$ cat config.mk
export PLATFORM = sky130hd
export DESIGN_NAME = unified_mem_arbiter
export DESIGN_NICKNAME = d
export VERILOG_FILES = /design/src/rtl/unified_mem_arbiter.sv
export SDC_FILE = /design/constraint.sdc
export NUM_CORES = 1
export LEC_CHECK = 0
export BUFFER_PORTS_ARGS = -buffer_cell sky130_fd_sc_hd__buf_2
export CAP_MARGIN = 20
export CORE_ASPECT_RATIO = 0.75
export CORE_MARGIN = 2
export CORE_UTILIZATION = 30
export CTS_BUF_LIST = sky130_fd_sc_hd__clkbuf_16
export CTS_CLUSTER_DIAMETER = 40
export DETAILED_ROUTE_END_ITERATION = 10
export PLACE_DENSITY_LB_ADDON = 0.15
export SYNTH_ARGS = -nofsm -noshare
export SYNTH_HDL_FRONTEND = slang
export SYNTH_SLANG_ARGS = --single-unit
$ cat constraint.sdc
create_clock -name clk -period 2 [get_ports clk]
set_input_delay 0.4 -clock clk [delete_from_list [all_inputs] [get_ports clk]]
set_output_delay 0.4 -clock clk [all_outputs]
set_load 0.03 [all_outputs]
$ cat src/rtl/unified_mem_arbiter.sv
// -----------------------------------------------------------------------------
// unified_mem_arbiter
//
// Shares one single-ported unified memory between the MIPS core's
// instruction-fetch port (i_*) and its data port (d_*). One access is in
// flight at a time. Data has fixed priority over instruction. A starvation
// counter hands the memory to a waiting instruction fetch after STARVE_MAX
// consecutive data grants. Every output is driven straight from a flop.
//
// Parameters
//   MEM_LAT    : cycles from the mem_en cycle to the mem_rdata-valid cycle (1..15)
//   STARVE_MAX : data grants allowed while i_req waits before it wins (1..15)
//
// Ports
//   clk, reset          : clock, synchronous active-high reset
//   i_req/i_addr        : instruction read request (held until i_gnt) and address
//   i_gnt               : one-cycle instruction grant
//   i_rvalid/i_rdata    : one-cycle read-data pulse and instruction word (held)
//   d_req/d_we          : data request (held until d_gnt), 1 = write
//   d_addr/d_wdata      : data address and store data
//   d_gnt               : one-cycle data grant
//   d_rvalid/d_rdata    : one-cycle load-data pulse and load data (held)
//   mem_en/mem_we       : memory strobe and write enable (mem_we only with mem_en)
//   mem_addr/mem_wdata  : memory address and write data
//   mem_rdata           : memory read data, valid MEM_LAT cycles after mem_en
//   err                 : misaligned-grant pulse (alignment check builds only)
//   busy                : high whenever the arbiter is not in IDLE
//
// Build option
//   ARB_ALIGN_CHECK_EN : when defined, a granted address with addr[1:0] != 0
//                        is not issued to memory; the grant and err pulse
//                        together and no read data is returned. When not
//                        defined, err is constant 0 and addresses pass
//                        through unchecked.
// -----------------------------------------------------------------------------
module unified_mem_arbiter #(
  parameter int unsigned MEM_LAT    = 2,
  parameter int unsigned STARVE_MAX = 4
) (
  input  logic        clk,
  input  logic        reset,
  input  logic        i_req,
  input  logic [31:0] i_addr,
  output logic        i_gnt,
  output logic        i_rvalid,
  output logic [31:0] i_rdata,
  input  logic        d_req,
  input  logic        d_we,
  input  logic [31:0] d_addr,
  input  logic [31:0] d_wdata,
  output logic        d_gnt,
  output logic        d_rvalid,
  output logic [31:0] d_rdata,
  output logic        mem_en,
  output logic        mem_we,
  output logic [31:0] mem_addr,
  output logic [31:0] mem_wdata,
  input  logic [31:0] mem_rdata,
  output logic        err,
  output logic        busy
);

  localparam logic [3:0] LAT_M1     = 4'(MEM_LAT - 1);
  localparam logic [3:0] STARVE_TOP = 4'(STARVE_MAX);

  typedef enum logic [1:0] {
    ST_IDLE,
    ST_RD_WAIT,
    ST_RD_RESP,
    ST_WR
  } state_t;

  // State and bookkeeping
  state_t      r_state,      w_state_nxt;
  logic [3:0]  r_wait_cnt,   w_wait_cnt_nxt;
  logic [3:0]  r_starve_cnt, w_starve_cnt_nxt;
  logic        r_owner_i,    w_owner_i_nxt;   // 1: in-flight read belongs to instruction port

  // Registered outputs
  logic        r_i_gnt,     w_i_gnt_nxt;
  logic        r_d_gnt,     w_d_gnt_nxt;
  logic        r_i_rvalid,  w_i_rvalid_nxt;
  logic        r_d_rvalid,  w_d_rvalid_nxt;
  logic [31:0] r_i_rdata,   w_i_rdata_nxt;
  logic [31:0] r_d_rdata,   w_d_rdata_nxt;
  logic        r_mem_en,    w_mem_en_nxt;
  logic        r_mem_we,    w_mem_we_nxt;
  logic [31:0] r_mem_addr,  w_mem_addr_nxt;
  logic [31:0] r_mem_wdata, w_mem_wdata_nxt;
  logic        r_err,       w_err_nxt;
  logic        r_busy,      w_busy_nxt;

  // Arbitration: data first, unless the instruction port has been passed
  // over STARVE_MAX times while it was waiting.
  logic        w_pick_d;
  logic        w_pick_i;
  logic [31:0] w_gnt_addr;
  logic        w_misalign;

  assign w_pick_d   = d_req && !(i_req && (r_starve_cnt == STARVE_TOP));
  assign w_pick_i   = i_req && !w_pick_d;
  assign w_gnt_addr = w_pick_d ? d_addr : i_addr;

`ifdef ARB_ALIGN_CHECK_EN
  assign w_misalign = (w_gnt_addr[1:0] != 2'b00);
`else
  assign w_misalign = 1'b0;
`endif

  // NOTE: every signal this block writes gets a default before the case, so
  // no path leaves one unassigned and no latch is inferred.
  always_comb begin
    w_state_nxt      = r_state;
    w_wait_cnt_nxt   = r_wait_cnt;
    w_starve_cnt_nxt = r_starve_cnt;
    w_owner_i_nxt    = r_owner_i;
    w_i_gnt_nxt      = 1'b0;
    w_d_gnt_nxt      = 1'b0;
    w_i_rvalid_nxt   = 1'b0;
    w_d_rvalid_nxt   = 1'b0;
    w_i_rdata_nxt    = r_i_rdata;
    w_d_rdata_nxt    = r_d_rdata;
    w_mem_en_nxt     = 1'b0;
    w_mem_we_nxt     = 1'b0;
    w_mem_addr_nxt   = r_mem_addr;
    w_mem_wdata_nxt  = r_mem_wdata;
    w_err_nxt        = 1'b0;

    unique case (r_state)
      ST_IDLE: begin
        if (w_pick_d || w_pick_i) begin
          w_i_gnt_nxt   = w_pick_i;
          w_d_gnt_nxt   = w_pick_d;
          w_owner_i_nxt = w_pick_i;

          if (w_pick_i) begin
            w_starve_cnt_nxt = 4'd0;
          end else if (i_req && (r_starve_cnt != STARVE_TOP)) begin
            w_starve_cnt_nxt = r_starve_cnt + 4'd1;
          end

          if (w_misalign) begin
            // Rejected access: nothing reaches memory; the single-cycle
            // state gives the one busy cycle before IDLE.
            w_err_nxt   = 1'b1;
            w_state_nxt = ST_WR;
          end else begin
            w_mem_en_nxt   = 1'b1;
            w_mem_addr_nxt = w_gnt_addr;
            if (w_pick_d && d_we) begin
              w_mem_we_nxt    = 1'b1;
              w_mem_wdata_nxt = d_wdata;
              w_state_nxt     = ST_WR;
            end else begin
              w_wait_cnt_nxt = LAT_M1;
              w_state_nxt    = ST_RD_WAIT;
            end
          end
        end
      end

      // Spans the mem_en cycle through the cycle before mem_rdata is valid.
      ST_RD_WAIT: begin
        if (r_wait_cnt == 4'd0) begin
          w_state_nxt = ST_RD_RESP;
        end else begin
          w_wait_cnt_nxt = r_wait_cnt - 4'd1;
        end
      end

      ST_RD_RESP: begin
        if (r_owner_i) begin
          w_i_rdata_nxt  = mem_rdata;
          w_i_rvalid_nxt = 1'b1;
        end else begin
          w_d_rdata_nxt  = mem_rdata;
          w_d_rvalid_nxt = 1'b1;
        end
        w_state_nxt = ST_IDLE;
      end

      ST_WR: begin
        w_state_nxt = ST_IDLE;
      end

      default: begin
        w_state_nxt = ST_IDLE;
      end
    endcase

    w_busy_nxt = (w_state_nxt != ST_IDLE);
  end

  // NOTE: state is updated with non-blocking assignments so every flop samples
  // the values from before the edge, independent of statement order.
  always_ff @(posedge clk) begin
    if (reset) begin
      r_state      <= ST_IDLE;
      r_wait_cnt   <= 4'd0;
      r_starve_cnt <= 4'd0;
      r_owner_i    <= 1'b0;
      r_i_gnt      <= 1'b0;
      r_d_gnt      <= 1'b0;
      r_i_rvalid   <= 1'b0;
      r_d_rvalid   <= 1'b0;
      r_i_rdata    <= 32'd0;
      r_d_rdata    <= 32'd0;
      r_mem_en     <= 1'b0;
      r_mem_we     <= 1'b0;
      r_mem_addr   <= 32'd0;
      r_mem_wdata  <= 32'd0;
      r_err        <= 1'b0;
      r_busy       <= 1'b0;
    end else begin
      r_state      <= w_state_nxt;
      r_wait_cnt   <= w_wait_cnt_nxt;
      r_starve_cnt <= w_starve_cnt_nxt;
      r_owner_i    <= w_owner_i_nxt;
      r_i_gnt      <= w_i_gnt_nxt;
      r_d_gnt      <= w_d_gnt_nxt;
      r_i_rvalid   <= w_i_rvalid_nxt;
      r_d_rvalid   <= w_d_rvalid_nxt;
      r_i_rdata    <= w_i_rdata_nxt;
      r_d_rdata    <= w_d_rdata_nxt;
      r_mem_en     <= w_mem_en_nxt;
      r_mem_we     <= w_mem_we_nxt;
      r_mem_addr   <= w_mem_addr_nxt;
      r_mem_wdata  <= w_mem_wdata_nxt;
      r_err        <= w_err_nxt;
      r_busy       <= w_busy_nxt;
    end
  end

  assign i_gnt     = r_i_gnt;
  assign d_gnt     = r_d_gnt;
  assign i_rvalid  = r_i_rvalid;
  assign d_rvalid  = r_d_rvalid;
  assign i_rdata   = r_i_rdata;
  assign d_rdata   = r_d_rdata;
  assign mem_en    = r_mem_en;
  assign mem_we    = r_mem_we;
  assign mem_addr  = r_mem_addr;
  assign mem_wdata = r_mem_wdata;
  assign err       = r_err;
  assign busy      = r_busy;

endmodule
==> summary.txt <==
Critical path
  • Critical Path Start: r_state[1]$_SDFF_PP0_
  • Worst Path Arrival: 1.95 ns
  • Delay-heaviest family, CP: simple AND/OR/NAND/NOR gates
  • Critical path's slowest cell: or4_1
  • Critical-path cell list: nand2b_1, or4_1, and4b_1, a211o_1
  • Critical path buffers and inverters: 0
  • Crit Path Max Fanout: 11
  • Crit path capture type: flip-flop
  • Worst Path Required: 2.30 ns
  • Crit path kind: reg2reg
  • Crit-path max cell delay: 0.44 ns
  • Worst r2r src: r_state[1]$_SDFF_PP0_
  • Crit path launch type: flip-flop

Route
  • Routed wl met2: 7.34 mm
  • Final wirelength: 16.6 mm
  • DR WL/cell: 13.9 µm
  • Drt drc: 0
  • Final ANT Viol Nets: 0
  • First-pass iteration count of the detailed router: 5
  • Iteration-0 DRC count of the detailed router: 291
  • Via-to-Cell Ratio: 4.50
  • DR vias: 5363
  • Metal-1 WL: 7.89 mm
  • Met3 routed WL: 1.10 mm
  • Top routing layer used: met4

Clock network
  • Root Buffer: clkbuf_16
  • Post-CTS sizing: 0
  • Htree depth: 4
  • CTS sink cnt: 146
  • Skew-Pair Late Insertion Delay: 0.42 ns
  • Clock transition at path regs: 0.06 ns
  • Num CTS Buffers: 17
  • # hold bufs at CTS: 0
  • CTS tree: built
  • Longest Clk Path Bufs: 2
  • Number of buffers added for setup after CTS: 0

Timing
  • Final Critical Period: 1.65 ns
  • Tightest Pin Transition: 0.521 ns
  • Setup Viol. Count Final: 0
  • RSZ-0062 raised after global routing: no
  • Setup TNS: 0 ns
  • Max Freq: 606 MHz
  • Worst Slack Setup Final: 0.349 ns
  • Slew margin rel.: 65.2%
  • Hold Violations, Final: 0
  • Final period utilization: 82.6%
  • Clock Skews: 0.0138 ns
  • Fin. max-slew vios: 0

Place
  • Port bufs: 267
  • DP HPWL: 11.2 mm
  • Place WS: 0.342 ns
  • Final GP Congestion: 0.781

Power
  • Comb power frac: 19.6%
  • Clock Power Share: 41.3%
  • Switch share: 29.6%
  • Sw Pwr: 2.49 mW
  • Reg power frac: 39.1%
  • Leak Pwr: 3.50 nW
  • P_int: 5.91 mW
  • Worst vdd ir: 440 µV
  • Power density over cell area: 1080 mW/mm²

Yosys
  • Yosys reg bits: 146
  • Number of flops mapped to enable cells by yosys: 0
  • Seq/Total Area, Yosys: 52.3%
  • Area of the mapped netlist: 0.00559 mm²
  • Warnings from Yosys: 0
  • Netlist cell types: 41
  • Ys async rst share: 0%
  • Gate Count Post-Synth: 690
  • Avg Cell Area, Syn: 8.10 µm²
  • Syn Nets: 827
  • Post-synth top flop: dfxtp_1

Floorplan
  • Boundary Pins: 269
  • Core ar.: 0.0183 mm²
  • Rows: 43
  • Starting Density: 30.5%
  • Die area: 0.0197 mm²
  • Die width: 162 µm
  • Die Span Y: 122 µm

Finish
  • NumNets Final: 1070
  • Reg area: 0.00292 mm²
  • Share of cells above drive strength 1: 34.4%
  • Area of the multi-input gates: 0.00237 mm²
  • Filler instances: 1916
  • Ant. Diodes: 0
  • Area growth, synth to finish: 39.7%

Worst hold path
  • Hold Crit Class: in2reg
  • HP Start: d_wdata[19]

Job
  • Max-Cap Viols: 0

GRT
  • Global-route wire length before repair: 25.7 mm
  • Gr usage total: 16.3%
  • Largest net degree at the start of global routing: 90
  • Initial antenna violation count: 0
  • GR Overflow Total: 0
  • Vias in the first global route: 4977

Outcome
  • Status: finished clean
[stage by stage]
stage	total power, mW	std cells	hold WS, ns	utilization (%)	cell area (µm²)
final	8.40	1193	0.219	42.6	7810
after global routing	8.81	1193	0.202	42.6	7810
after CTS	8.52	1193	0.193	42.6	7810
after detailed placement	5.01	1161	0.444	39.1	7170
after global placement	5.01	1161	0.439	39.1	7170
after floorplan	4.46	690	0.462	-	5590
[kinds of logic (layout without fill, tap and decap cells)]
family                   count (synthesis)  after routing  synth area share, %
other                                    1              1               0.0671
flip-flops                             146            146                 52.3
AO/OA/AOI/OAI                          144            144                 16.5
buffers and inverters                   59            315                 5.46
AND/OR/NAND/NOR                        335            335                 24.6
adder cells (fa/ha/maj)                  4              4                0.895
XOR/XNOR                                 1              1                0.157
[sequential cells by signal (all words and copies together), names as in the netlist, 2 cells and up]
signal,flops
mem_wdata,32
i_rdata,32
r_state,2
r_wait_cnt,4
r_starve_cnt,4
d_rdata,32
mem_addr,32
[layer usage]
layer | GRT usage, % | vias up
met3 | 4.83 | 16
met5 | 0 | -
met2 | 24.9 | 157
li1 | - | 2777
met4 | 5.53 | 0
met1 | 22.2 | 2413
[worst min-delay path, stage by stage]
cell and delay [ns]:
buf_2 0.09, nand2_1 0.04, a21oi_1 0.05
[worst paths after layout]
check / to / slack (ns) / depth (start not counted)
worst max-delay path: r_wait_cnt[3]$_SDFFE_PP0P_ / 0.35 / 4
worst min-delay path: mem_wdata[19]$_SDFFE_PP0P_ / 0.22 / 3
worst max register to register: r_wait_cnt[3]$_SDFFE_PP0P_ / 0.35 / 4
worst min register to register: d_rdata[31]$_SDFFE_PP0P_ / 0.45 / 2
[synth_stat cells, types with 2 or more instances]
master / number / area (µm²)
or4_1: 2 / 15.0
buf_6: 2 / 22.5
nand3_1: 5 / 25.0
nor2_1: 42 / 158
nor4_1: 2 / 12.5
nand3b_1: 2 / 15.0
a311oi_2: 10 / 150
and2_1: 2 / 12.5
clkbuf_1: 16 / 60.1
nor3_1: 3 / 15.0
a311oi_1: 22 / 193
dfxtp_1: 146 / 2920
nand2b_1: 2 / 12.5
a21oi_1: 105 / 526
inv_1: 4 / 15.0
ha_1: 4 / 50.1
buf_2: 28 / 140
nand2_1: 262 / 983
buf_4: 9 / 67.6
[final cells by class]
type / count / area share (%)
flip-flops and latches: 146 / 37.4
multi-input cells: 485 / 30.3
repair buffers: 279 / 19.9
clock buffers: 17 / 5.45
well taps: 247 / 3.96
clock inverters: 15 / 2.74
inverters: 4 / 0.192
[power by group through the flow]
stage / clock (mW) / sequential, mW / combinational (mW)
4_1_cts: 3.57 / 3.29 / 1.66
6_report: 3.47 / 3.29 / 1.64
5_1_grt: 3.69 / 3.31 / 1.80
2_1_floorplan: 0 / 3.76 / 0.701
3_5_place_dp: 0 / 3.35 / 1.66
3_3_place_gp: 0 / 3.35 / 1.66
[layout by cell type (no fill, tap or decap), drive strengths merged, types with 4 or more instances in the layout]
| cell | count |
|---|---|
| a311oi | 32 |
| buf | 279 |
| a21oi | 105 |
| nor2 | 43 |
| nand2 | 263 |
| dfxtp | 146 |
| clkinv | 4 |
| nand3 | 5 |
| inv | 8 |
| clkbuf | 17 |
| bufinv | 5 |
| ha | 4 |
| nor3 | 4 |
No activity file was read; power rests on OpenSTA's default activity.
